`config.mk`:
```
export PLATFORM = sky130hd
export DESIGN_NAME = s32x_fb_arbiter
export DESIGN_NICKNAME = d
export VERILOG_FILES = /design/src/rtl/s32x_fb_arbiter.sv
export SDC_FILE = /design/constraint.sdc
export NUM_CORES = 1
export LEC_CHECK = 0
export ABC_CLOCK_PERIOD_IN_PS = 2400
export CORE_MARGIN = 4
export CORE_UTILIZATION = 44
export CTS_CLUSTER_DIAMETER = 120
export DETAILED_ROUTE_END_ITERATION = 7
export PLACE_DENSITY = 0.8
export SYNTH_ARGS = -nofsm -noshare
export SYNTH_HDL_FRONTEND = slang
export SYNTH_SLANG_ARGS = --single-unit
```
`constraint.sdc`:
```
create_clock -name CLK -period 2.4 [get_ports CLK]
set_clock_uncertainty 0.2 [all_clocks]
set_input_delay 0.24 -clock CLK [delete_from_list [all_inputs] [get_ports CLK]]
set_output_delay 0.24 -clock CLK [all_outputs]
set_load 0.005 [all_outputs]
```
`src/rtl/s32x_fb_arbiter.sv`:
```
// 32X VDP framebuffer port scheduler: one RAM slot per dot shared by display
// fetch, the auto-fill sequencer and SH2/68K bus accesses.
module s32x_fb_arbiter #(
  parameter int AW  = 16,
  parameter int DW  = 16,
  parameter int FLW = 8
) (
  input  logic           CLK,
  input  logic           RST,
  input  logic           DOT_CE,
  input  logic           DISP_REQ,
  input  logic [AW-1:0]  DISP_A,
  output logic [DW-1:0]  DISP_Q,
  output logic           DISP_VALID,
  input  logic           FILL_START,
  input  logic [AW-1:0]  FILL_A,
  input  logic [DW-1:0]  FILL_D,
  input  logic [FLW-1:0] FILL_LEN,
  output logic           FILL_BUSY,
  output logic [AW-1:0]  FILL_AQ,
  input  logic           CPU_REQ,
  input  logic [1:0]     CPU_WE,
  input  logic [AW-1:0]  CPU_A,
  input  logic [DW-1:0]  CPU_D,
  output logic [DW-1:0]  CPU_Q,
  output logic           CPU_ACK,
  output logic [AW-1:0]  FB_A,
  output logic [DW-1:0]  FB_DO,
  output logic [1:0]     FB_WE,
  input  logic [DW-1:0]  FB_DI
);

  typedef enum logic [1:0] {
    CPU_IDLE  = 2'd0,
    CPU_WAIT  = 2'd1,
    CPU_RDLAT = 2'd2,
    CPU_ACKS  = 2'd3
  } cpu_st_t;

  typedef enum logic {
    FILL_IDLE = 1'b0,
    FILL_RUN  = 1'b1
  } fill_st_t;

  localparam logic [2:0] STARVE_MAX = 3'd4;

  cpu_st_t        r_cpu_st;
  fill_st_t       r_fill_st;
  logic [AW-1:0]  r_fill_addr;
  logic [DW-1:0]  r_fill_data;
  logic [FLW-1:0] r_fill_cnt;
  logic [2:0]     r_starve;
  logic [AW-1:0]  r_fb_a;
  logic [DW-1:0]  r_fb_do;
  logic           r_disp_p1;
  logic           r_disp_valid;
  logic [DW-1:0]  r_disp_q;
  logic           r_cpu_ack;
  logic [DW-1:0]  r_cpu_q;

  logic           w_disp_g;
  logic           w_cpu_g;
  logic           w_fill_g;
  logic [AW-1:0]  w_fb_a;
  logic [DW-1:0]  w_fb_do;
  logic [1:0]     w_fb_we;
  logic [AW-1:0]  w_fill_next;

  // Line-wrapping fill address: only the low byte advances.
  assign w_fill_next = {r_fill_addr[AW-1:8], r_fill_addr[7:0] + 8'd1};

  // Slot arbitration; reset masks every grant so no write escapes mid-reset.
  always_comb begin
    w_disp_g = 1'b0;
    w_cpu_g  = 1'b0;
    w_fill_g = 1'b0;
    if (!RST && DOT_CE) begin
      if (DISP_REQ) begin
        w_disp_g = 1'b1;
      end else if ((r_cpu_st == CPU_WAIT) &&
                   ((r_fill_st == FILL_IDLE) || (r_starve == STARVE_MAX))) begin
        w_cpu_g = 1'b1;
      end else if (r_fill_st == FILL_RUN) begin
        w_fill_g = 1'b1;
      end else begin
        w_fill_g = 1'b0;
      end
    end else begin
      w_disp_g = 1'b0;
    end
  end

  // RAM port mux; address and data hold between slots.
  always_comb begin
    w_fb_a  = r_fb_a;
    w_fb_do = r_fb_do;
    w_fb_we = 2'b00;
    if (w_disp_g) begin
      w_fb_a  = DISP_A;
      w_fb_do = {DW{1'b0}};
    end else if (w_cpu_g) begin
      w_fb_a  = CPU_A;
      w_fb_do = CPU_D;
      w_fb_we = CPU_WE;
    end else if (w_fill_g) begin
      w_fb_a  = r_fill_addr;
      w_fb_do = r_fill_data;
      w_fb_we = 2'b11;
    end else begin
      w_fb_we = 2'b00;
    end
  end

  // Port hold registers, bus starvation counter and display read pipeline.
  always_ff @(posedge CLK) begin
    if (RST) begin
      r_fb_a       <= {AW{1'b0}};
      r_fb_do      <= {DW{1'b0}};
      r_starve     <= 3'd0;
      r_disp_p1    <= 1'b0;
      r_disp_valid <= 1'b0;
      r_disp_q     <= {DW{1'b0}};
    end else begin
      r_fb_a       <= w_fb_a;
      r_fb_do      <= w_fb_do;
      r_disp_p1    <= w_disp_g;
      r_disp_valid <= r_disp_p1;
      if (r_disp_p1) begin
        r_disp_q <= FB_DI;
      end
      if (w_cpu_g || (r_cpu_st != CPU_WAIT)) begin
        r_starve <= 3'd0;
      end else if (w_fill_g && (r_starve != STARVE_MAX)) begin
        r_starve <= r_starve + 3'd1;
      end
    end
  end

  // Auto-fill sequencer: FILL_LEN+1 beats, one per fill grant.
  always_ff @(posedge CLK) begin
    if (RST) begin
      r_fill_st   <= FILL_IDLE;
      r_fill_addr <= {AW{1'b0}};
      r_fill_data <= {DW{1'b0}};
      r_fill_cnt  <= {FLW{1'b0}};
    end else begin
      case (r_fill_st)
        FILL_IDLE: begin
          if (FILL_START) begin
            r_fill_st   <= FILL_RUN;
            r_fill_addr <= FILL_A;
            r_fill_data <= FILL_D;
            r_fill_cnt  <= FILL_LEN;
          end
        end
        FILL_RUN: begin
          if (w_fill_g) begin
            r_fill_addr <= w_fill_next;
            r_fill_cnt  <= r_fill_cnt - {{(FLW-1){1'b0}}, 1'b1};
            if (r_fill_cnt == {FLW{1'b0}}) begin
              r_fill_st <= FILL_IDLE;
            end
          end
        end
        default: r_fill_st <= FILL_IDLE;
      endcase
    end
  end

  // Bus handshake: reads need one extra CLK for the RAM data to arrive.
  always_ff @(posedge CLK) begin
    if (RST) begin
      r_cpu_st  <= CPU_IDLE;
      r_cpu_ack <= 1'b0;
      r_cpu_q   <= {DW{1'b0}};
    end else begin
      r_cpu_ack <= 1'b0;
      case (r_cpu_st)
        CPU_IDLE: begin
          if (CPU_REQ) begin
            r_cpu_st <= CPU_WAIT;
          end
        end
        CPU_WAIT: begin
          if (w_cpu_g) begin
            if (CPU_WE != 2'b00) begin
              r_cpu_st  <= CPU_ACKS;
              r_cpu_ack <= 1'b1;
            end else begin
              r_cpu_st <= CPU_RDLAT;
            end
          end
        end
        CPU_RDLAT: begin
          r_cpu_q   <= FB_DI;
          r_cpu_ack <= 1'b1;
          r_cpu_st  <= CPU_ACKS;
        end
        CPU_ACKS: r_cpu_st <= CPU_IDLE;
        default:  r_cpu_st <= CPU_IDLE;
      endcase
    end
  end

  assign FB_A       = w_fb_a;
  assign FB_DO      = w_fb_do;
  assign FB_WE      = w_fb_we;
  assign DISP_Q     = r_disp_q;
  assign DISP_VALID = r_disp_valid;
  assign FILL_BUSY  = (r_fill_st == FILL_RUN);
  assign FILL_AQ    = r_fill_addr;
  assign CPU_Q      = r_cpu_q;
  assign CPU_ACK    = r_cpu_ack;

endmodule

```
==> summary.txt, run 1 <==
Yosys
  • Unique masters post-synth: slightly below 50
  • Post-Syn Area: 0.00520 sq mm
  • Synth warn: 0
  • Sequential area share after synthesis: roughly 43%
  • Syn Nets: ~750
  • Top_reg_cell synth: dfxtp_1
  • #FFs+latches synth: ~110
  • Number of flops mapped to enable cells by yosys: 0
  • Synth Instances: between 600 and 700
  • Asr flop ratio synth: 0%
  • Synth area leaders: dfxtp_1 43%, mux2i_1 6.5%, a21oi_1 6.3%, nand3b_1 6.1%, nor2_1 5.0%
  • Mapped Avg Cell Area: around 8.2 sq um
  • List of most frequent post-synthesis cells: 113 x dfxtp_1, 69 x nor2_1, 68 x nand2_1, 65 x a21oi_1, 47 x nor3_1
  • Area share of the leading cell type in the synthesized netlist: a little over two fifths
  • Count leader, synth: dfxtp_1
  • Yosys top cell by area: dfxtp_1

Clocking
  • Clock H-tree levels: 4
  • Root buffer cell: clkbuf_16
  • Clock-pin slew on the worst setup and hold paths: ~50 ps
  • CTS tree: done
  • CTS Hold Bufs: 0
  • # clock sinks: between 100 and 150
  • CTS max path bufs: 2
  • Clock Latency Late Sink: about 420 ps
  • CTS Buf Count: 17

Detailed routing
  • Vias per inst: around 5.6
  • Total iterations of the first detailed-routing run: 5
  • Detailed-route wire length: 19.9 mm
  • # DRC: 0
  • Via count: just under 6000
  • Per-cell routed wire length: 18.9 um
  • Antenna-violating nets left: 0
  • 1st-iter DRT viols: ~450

Timing
  • Setup tns final: -36.8 ps
  • Final WS setup: -17.8 ps
  • Final slew viol count: 0
  • Period utilization: 101%
  • FMAX: 414 MHz
  • RSZ-0062 raised after global routing: true
  • Least-Margin Pin Slew: 577 ps
  • Slew Limit Headroom: just over 60%
  • Final setup viols: 4
  • Final hold vios: 0
  • Tmin final: about 2400 ps

Place
  • Placer congestion estimate: around 0.90
  • Post-DP HPWL: 13.2 mm
  • Worst slack, placed: -490 ps
  • DP Area: 0.00765 sq mm
  • # port buffers: 196
  • Placed cell count: approximately 990

Die
  • Top Ports: slightly below 200
  • Num rows: 39
  • Die area: approximately 0.014 sq mm
  • Die H: roughly 120 um
  • CORE AREA: 0.0115 sq mm
  • DIE WIDTH: about 120 um
  • Starting density of the core: 45.2%

GRT
  • Vias in the first global route: 6038
  • Largest net degree at the start of global routing: between 50 and 60
  • Initial antenna violation count: 0
  • First-pass GRT wire length: 30.7 mm
  • Total GRT Usage: between 20% and 30%
  • Remaining Overflow, GRT: 0

Setup path
  • Setup crit start kind: register
  • Setup CP Type: register to output port
  • CP Data Required Time: between 1500 and 2000 ps
  • Worst-path fanout max: 7
  • Worst EP arrival: 1980 ps
  • Worst Setup End Kind: output port

Min path
  • Hold crit path type: input pin to register

Cells and area
  • Fin nets: 1016
  • Final non-filler cell area: 0.00877 sq mm
  • Post-Layout Cell Count: roughly 1100
  • Ant. Diodes: 0
  • Area grow syn2layout: 68.5%
  • Filler Cells Inserted: 794
  • Proportion of layout cells with a drive suffix above 1: roughly a quarter

Flow run
  • Max-cap violation count: 0

Power
  • Leak: roughly 0.0033 uW
  • Worst VDD drop: around 0.65 mV
  • Power Density: between 700 and 800 mW/mm^2

Run status
  • Status: finished with violations
  • Failing checks: negative setup slack
## logic make-up after synthesis
group | after synthesis | synth area share, %
fa+ha+maj | 8 | 1.92
buf+inv | 60 | 4.79
mux | 34 | 6.54
simple gates | 269 | 26.1
compound gates | 149 | 17.2
flops | 113 | 43.5
## state kept, by name, summed over array words and instances, names as in the netlist
signal	cells
r_disp_p1	1
FILL_BUSY	1
DISP_Q	16
r_fb_a	16
r_fill_cnt	8
r_starve	3
FILL_AQ	16
CPU_ACK	1
DISP_VALID	1
CPU_Q	16
r_cpu_st	2
r_fill_data	16
r_fb_do	16
## report_power, final
part / leakage, uW / internal [uW] / switching [uW]
clock network: 0.000304 / 1820 / 925
registers: 0.000924 / 2040 / 109
logic: 0.00211 / 1030 / 867
## routing by layer
metal	wire, um	track usage, %	up-vias
met2	9900	49.7	284
met4	631	12.3	0
met5	0	0	-
li1	-	-	2767
met1	7520	32.9	2817
met3	1850	10.3	57
## path summary, 6_finish.rpt
| kind | from | end | slack, ps | cells past startpoint |
|---|---|---|---|---|
| worst min register to register | r_fill_data[13]$_SDFFE_PP0P_ | r_fill_data[13]$_SDFFE_PP0P_ | 250 | 2 |
| worst max register to register | r_cpu_st[1]$_SDFFE_PP0P_ | r_fb_a[11]$_SDFF_PP0_ | 60 | 14 |
| worst min-delay path | FILL_D[6] | r_fill_data[6]$_SDFFE_PP0P_ | 170 | 3 |
| worst max-delay path | r_cpu_st[1]$_SDFFE_PP0P_ | FB_A[6] | -20 | 9 |
## critical path: stages (launching register included)
cell and delay [ps]:
dfxtp_2 320, inv_2 70, ha_4 130, buf_6 120, nand3_4 90, and2_4 200, buf_8 140, a22oi_2 250
o21ai_1 90, buf_2 140
## repair_timing
action,4_1_cts,5_1_grt
buffers inserted,27,6
setup endpoints to repair,43,42
gates resized for setup,192,27
pin swaps,38,25
gates cloned,2,0
## metrics by stage
step	hold WS, ps	total power [uW]	utilization [%]
3_3_place_gp	238	3720	66.4
2_1_floorplan	176	2920	-
5_1_grt	181	7050	76.1
3_5_place_dp	242	3770	66.4
4_1_cts	163	6730	75.8
6_report	175	6790	76.1
## cell usage in the layout, fill, tap and decap left out, drive strengths merged, types with 8 or more instances in the layout
master and n:
a21oi 65, a22oi 24, buf 131, clkbuf 23
clkdlybuf4s50 160, dfxtp 113, ha 8, inv 9
mux2i 34, nand2 68, nand3b 42, nor2 69
nor2b 10, nor3 47, o21ai 25, o22ai 12
## cell type report
| cell class | instances | area (sq um) | share of cell area (%) |
|---|---|---|---|
| well taps | 143 | 179 | 2.04 |
| repair buffers | 295 | 2690 | 30.6 |
| flip-flops and latches | 113 | 2270 | 25.9 |
| clock inverters | 12 | 181 | 2.07 |
| multi-input cells | 460 | 2950 | 33.7 |
| clock buffers | 20 | 467 | 5.32 |
| inverters | 9 | 33.8 | 0.385 |
Power figures use the tool's default switching activity.
==> run 2, diff against run 1 <==
--- a/config.mk
+++ b/config.mk
@@ -7,10 +7,10 @@
 export LEC_CHECK = 0
 export ABC_CLOCK_PERIOD_IN_PS = 2400
 export CORE_MARGIN = 4
-export CORE_UTILIZATION = 44
+export CORE_UTILIZATION = 40
 export CTS_CLUSTER_DIAMETER = 120
 export DETAILED_ROUTE_END_ITERATION = 7
-export PLACE_DENSITY = 0.8
+export PLACE_DENSITY = 0.74
 export SYNTH_ARGS = -nofsm -noshare
 export SYNTH_HDL_FRONTEND = slang
 export SYNTH_SLANG_ARGS = --single-unit
==> run 2 against run 1 <==
Wire length down 1.5%. First-iteration DRC count down 26%. Power down 3.8%. Critical path depth unchanged. Worst setup slack worse by 1.8 ps. Largest cell class unchanged. Register-to-register slack worse by 20 ps. The run still ends with negative setup slack left. Core utilization down 7.1 points. Design area down 0.24%.
==> summary.txt, run 2 (synthesized netlist as in run 1, its figures left out) <==
GRT
  • Remaining Overflow, GRT: 0
  • Total GRT Usage: a little over a quarter
  • Vias in the first global route: 5877
  • Largest net degree at the start of global routing: 96
  • Initial antenna violation count: 0
  • First-pass GRT wire length: ~30 mm

Cells and area
  • Post-Layout Cell Count: around 1100
  • Most frequent cells in the layout: 160 x clkdlybuf4s50_1, 108 x dfxtp_1, 72 x buf_4, 68 x nand2_1, 68 x nor2_1
  • Filler Cells Inserted: ~1000
  • Ant. Diodes: 0
  • Area grow syn2layout: 68.1%
  • Fin nets: between 1000 and 1500
  • Proportion of layout cells with a drive suffix above 1: 24.3%
  • Final non-filler cell area: 0.00875 sq mm
  • Final Util: 69.0%
  • Commonest non-fill, non-tap cell in the layout: clkdlybuf4s50_1

Detailed routing
  • Antenna-violating nets left: 0
  • Vias per inst: 5.37
  • Total iterations of the first detailed-routing run: 5
  • # DRC: 0
  • Via count: just under 6000
  • Detailed-route wire length: between 15 and 20 mm
  • 1st-iter DRT viols: 333
  • Per-cell routed wire length: ~18 um

Timing
  • Final setup viols: 6
  • Least-Margin Pin Slew: around 1000 ps
  • FMAX: around 410 MHz
  • RSZ-0062 raised after global routing: true
  • Final slew viol count: 0
  • Tmin final: 2420 ps
  • Setup tns final: -53.7 ps
  • Slew Limit Headroom: 33.3%
  • Period utilization: 101%
  • Hold Slack: between 150 and 200 ps
  • Final WS setup: -19.7 ps
  • Final hold vios: 0

Run status
  • Status: finished with violations
  • Failing checks: negative setup slack

Setup path
  • CP Data Required Time: 1960 ps
  • Worst Setup End Kind: output port
  • Setup CP Type: register to output port
  • Setup crit start kind: register
  • Worst-path fanout max: 8
  • Length in cells of the worst reg-to-reg path: 14
  • Worst EP arrival: between 1500 and 2000 ps

Clocking
  • Clock-pin slew on the worst setup and hold paths: ~50 ps
  • CTS max path bufs: 2
  • Clock Latency Late Sink: between 400 and 500 ps
  • Root buffer cell: clkbuf_16
  • CTS tree: done
  • CTS Buf Count: 17
  • # clock sinks: ~110
  • Clock H-tree levels: 4

Place
  • # port buffers: roughly 200
  • Placed cell count: a little over 1000
  • Placer congestion estimate: 0.845
  • Post-DP HPWL: 13.1 mm
  • DP Area: between 0.007 and 0.008 sq mm

Power
  • Power Density: between 700 and 800 mW/mm^2
  • Leak: approximately 0.0033 uW
  • Worst VDD drop: approximately 0.64 mV

Min path
  • Hold-critical path depth: 3
  • Hold crit path type: input pin to register

Die
  • Starting density of the core: 41.1%
  • Die H: 122 um
  • Num rows: 41
  • Top Ports: ~200
  • DIE WIDTH: about 120 um
  • CORE AREA: 0.0127 sq mm
  • Die area: 0.0149 sq mm

Flow run
  • Max-cap violation count: 0
run 2: cell types whose count changed in the layout (fill, tap and decap cells not counted), sizes merged:
cell          before  now
bufinv             4    3
dlygate4sd2        0    2
clkinv             4    7
clkinvlp           4    3
dlymetal6s2s       1    0
buf              131  122
dlygate4sd3        0    1
clkbuf            23   21
run 2: worst paths after layout:
| kind | from | to | slack, ps |
|---|---|---|---|
| max reg2reg | r_cpu_st[1]$_SDFFE_PP0P_ | r_fb_a[8]$_SDFF_PP0_ | 40 |
| min reg2reg | r_fill_data[7]$_SDFFE_PP0P_ | r_fill_data[7]$_SDFFE_PP0P_ | 250 |
| max | r_cpu_st[1]$_SDFFE_PP0P_ | FB_A[5] | -20 |
| min | FILL_A[14] | FILL_AQ[14]$_SDFFE_PP0P_ | 180 |
run 2: cell type report:
| class | count | area [sq um] | share of cell area [%] |
|---|---|---|---|
| well taps | 172 | 215 | 2.46 |
| multi-input cells | 460 | 2960 | 33.8 |
| inverters | 9 | 33.8 | 0.386 |
| clock buffers | 19 | 443 | 5.06 |
| clock inverters | 13 | 163 | 1.86 |
| repair buffers | 287 | 2660 | 30.4 |
| flip-flops and latches | 113 | 2270 | 26.0 |
run 2: layer usage:
layer | vias to the layer above | track usage (%) | routed length (um) | share of wire (%)
li1 | 2754 | - | - | -
met2 | 220 | 44.3 | 9740 | 50
met1 | 2768 | 30.1 | 7860 | 40
met4 | 0 | 8.82 | 314 | 1.6
met5 | - | 0 | 0 | 0
met3 | 25 | 10.1 | 1700 | 8.6
run 2: power breakdown:
group          internal (uW)  leakage [uW]  switching (uW)
Clock                   1660      0.000289             892
Sequential              2040      0.000924            97.3
Combinational            987       0.00208             861
Total                   4680       0.00329            1850
run 2: per-stage QoR:
step	setup WS, ps	total power, uW
2_1_floorplan	405	2920
3_3_place_gp	-568	3730
3_5_place_dp	-624	3770
4_1_cts	-79.6	6490
5_1_grt	-126	6840
6_report	-19.7	6530
run 2: worst max-delay path, cell delays in order (launching register included):
cell and delay [ps]:
dfxtp_2 320, inv_2 70, ha_4 150, buf_12 110, nand3_4 130, and2_4 190
buf_8 140, a22oi_2 210, o21ai_1 100, buf_2 140
run 2: timing repair:
item | CTS | global route
setup buffers | 19 | 9
endpoints found under the hold margin | 1 | 0
gates cloned | 3 | 1
pin swaps | 37 | 21
endpoints found under the setup margin | 48 | 44
gates resized for setup | 186 | 30
hold buffers | 1 | 0
==> run 3, diff against run 2 <==
--- a/config.mk
+++ b/config.mk
@@ -6,11 +6,13 @@
 export NUM_CORES = 1
 export LEC_CHECK = 0
 export ABC_CLOCK_PERIOD_IN_PS = 2400
+export CELL_PAD_IN_SITES_DETAIL_PLACEMENT = 0
+export CELL_PAD_IN_SITES_GLOBAL_PLACEMENT = 1
 export CORE_MARGIN = 4
-export CORE_UTILIZATION = 40
+export CORE_UTILIZATION = 32
 export CTS_CLUSTER_DIAMETER = 120
 export DETAILED_ROUTE_END_ITERATION = 7
-export PLACE_DENSITY = 0.74
+export PLACE_DENSITY_LB_ADDON = 0.1
 export SYNTH_ARGS = -nofsm -noshare
 export SYNTH_HDL_FRONTEND = slang
 export SYNTH_SLANG_ARGS = --single-unit
==> run 3 against run 2 <==
The run still ends with negative setup slack left. First-iteration DRC count fell by 7.2%. Sequential share of layout area fell by 0.34 points. Critical path depth fell by 1. Non-clock buffer count rose by 3. Hold slack got worse by 160 ps.
==> summary.txt, run 3 (synthesized netlist as in run 1, its figures left out) <==
Power
  • Clk pwr share: a little under 40%
  • Net Sw Frac: roughly 29%
  • Power Total: 6600 uW
  • Leak: roughly 0.0033 uW
  • Power Density: between 700 and 800 mW/mm^2
  • Sequential power share: 32.5%
  • Switching Power: between 1500 and 2000 uW
  • Comb pwr share: 28.1%
  • Power Internal: between 4000 and 5000 uW
  • Worst VDD drop: 0.444 mV

Setup path
  • Length in cells of the worst reg-to-reg path: 12
  • Worst-path fanout max: 9
  • CP Data Required Time: approximately 2000 ps
  • Worst Setup End Kind: output port
  • CP peak stage delay: between 300 and 400 ps
  • Setup CP Type: register to output port
  • Setup crit start kind: register
  • CP cell instances: inv_1, ha_4, a21bo_4, and2_4, buf_12, a22oi_2, o21ai_1, buf_2
  • Crit path max-delay cell type: dfxtp_2
  • Worst EP arrival: about 2000 ps

Detailed routing
  • Vias per inst: ~5.0
  • Via count: roughly 5600
  • 1st-iter DRT viols: a little over 300
  • Total iterations of the first detailed-routing run: 5
  • # DRC: 0
  • Antenna-violating nets left: 0
  • Per-cell routed wire length: around 18 um
  • Detailed-route wire length: 19.8 mm

Cells and area
  • Commonest non-fill, non-tap cell in the layout: clkdlybuf4s50_1
  • Most frequent cells in the layout: 160 x clkdlybuf4s50_1, 108 x dfxtp_1, 80 x buf_4, 68 x nand2_1, 60 x nor2_1
  • Ant. Diodes: 0
  • Proportion of layout cells with a drive suffix above 1: about a quarter
  • Area of the multi-input gates: 0.00303 sq mm
  • Filler Cells Inserted: between 1000 and 1500
  • Register Area: around 0.0023 sq mm
  • Fin nets: 1011
  • Area grow syn2layout: 70.1%

Clocking
  • Clock Latency Late Sink: between 400 and 500 ps
  • CTS Buf Count: 17
  • Root buffer cell: clkbuf_16
  • # clock sinks: 113
  • CTS tree: done
  • Clock-pin slew on the worst setup and hold paths: around 60 ps
  • CTS max path bufs: 2
  • Clock H-tree levels: 4

Timing
  • Slew Limit Headroom: 37.9%
  • Final hold vios: 0
  • Final setup viols: 1
  • Final slew viol count: 0
  • Final WS setup: -7.59 ps
  • RSZ-0062 raised after global routing: true
  • Period utilization: 100%
  • Tmin final: 2410 ps
  • FMAX: just over 400 MHz
  • Hold Slack: 16.8 ps
  • Least-Margin Pin Slew: between 900 and 1000 ps

Die
  • DIE WIDTH: around 140 um
  • Die area: about 0.018 sq mm
  • Top Ports: just under 200
  • Die H: around 140 um
  • Starting density of the core: 32.8%
  • CORE AREA: around 0.016 sq mm
  • Num rows: between 40 and 50

Min path
  • Hold-critical path depth: 3
  • Hold crit path type: input pin to register

GRT
  • Vias in the first global route: 5872
  • Total GRT Usage: a little over a fifth
  • First-pass GRT wire length: between 30 and 40 mm
  • Largest net degree at the start of global routing: 88
  • Initial antenna violation count: 2
  • Remaining Overflow, GRT: 0

Place
  • # port buffers: between 150 and 200
  • Post-DP HPWL: roughly 14 mm
  • Placer congestion estimate: between 0.8 and 0.9

Flow run
  • Max-cap violation count: 0

Run status
  • Status: finished with violations
  • Failing checks: negative setup slack
==> run 3: changes by cell type in the layout (fill, tap and decap cells not counted), sizes merged <==
cell         change
dlygate4sd3      -1
buf              -7
clkinv           -1
clkbuf           +9
inv              +3
==> run 3: repair_timing <==
action,4_1_cts,5_1_grt
hold buffers,0,0
cloned,1,2
pin swaps,27,13
buffers inserted,13,5
resized for setup,159,58
setup endpoints to repair,46,43
==> run 3: final timing paths <==
kind                                                   from                          end  slack, ps
worst max register to register     r_cpu_st[1]$_SDFFE_PP0P_         r_fb_a[6]$_SDFF_PP0_        140
worst max-delay path               r_starve[1]$_SDFFE_PP0P_                      FB_A[4]         -8
worst min register to register  r_fill_data[4]$_SDFFE_PP0P_  r_fill_data[4]$_SDFFE_PP0P_        250
worst min-delay path                                    RST  r_fill_data[0]$_SDFFE_PP0P_         20
==> run 3: routing by layer <==
layer,track usage (%),vias to the layer above,share of wire [%]
met5,0,-,0.20
met4,6.49,4,1.7
met3,7.50,28,8.0
met2,35.3,187,47
met1,26.5,2648,43
li1,-,2769,-
==> run 3: area by class of cell <==
cell class | instances | share of cell area, %
Inverter | 9 | 0.382
Tap cell | 216 | 3.05
Multi-Input combinational cell | 460 | 34.3
Clock inverter | 15 | 2.08
Sequential cell | 113 | 25.6
Clock buffer | 17 | 4.81
Timing Repair Buffer | 290 | 29.8
==> run 3: metrics by stage <==
stage | utilization, % | TNS (ps) | area (sq um) | setup slack [ps] | cells
finish | 55.7 | -7.59 | 8850 | -7.59 | 1120
global route | 55.7 | -1090 | 8850 | -112 | 1120
CTS | 54.8 | -476 | 8700 | -64.1 | 1115
detailed placement | 49.3 | -19120 | 7830 | -665 | 1069
global placement | 49.3 | -18940 | 7830 | -673 | 1069
floorplan | - | 0 | 5200 | 405 | 633
==> run 3: critical path, delay by kind of cell, from the launching register on <==
| kind | cells | cell delay (ps) |
|---|---|---|
| and+or+nand+nor | 1 | 170 |
| buffers and inverters | 3 | 350 |
| AOI/OAI and AO/OA | 3 | 510 |
| adders and majority gates | 1 | 170 |
| DFF | 1 | 330 |
==> run 3: power by group through the flow <==
stage	Sequential [uW]	Combinational, uW	Clock (uW)
6_report	2150	1850	2600
5_1_grt	2160	2010	2750
4_1_cts	2150	1820	2650
3_5_place_dp	2170	1670	0
3_3_place_gp	2160	1640	0
2_1_floorplan	2160	758	0
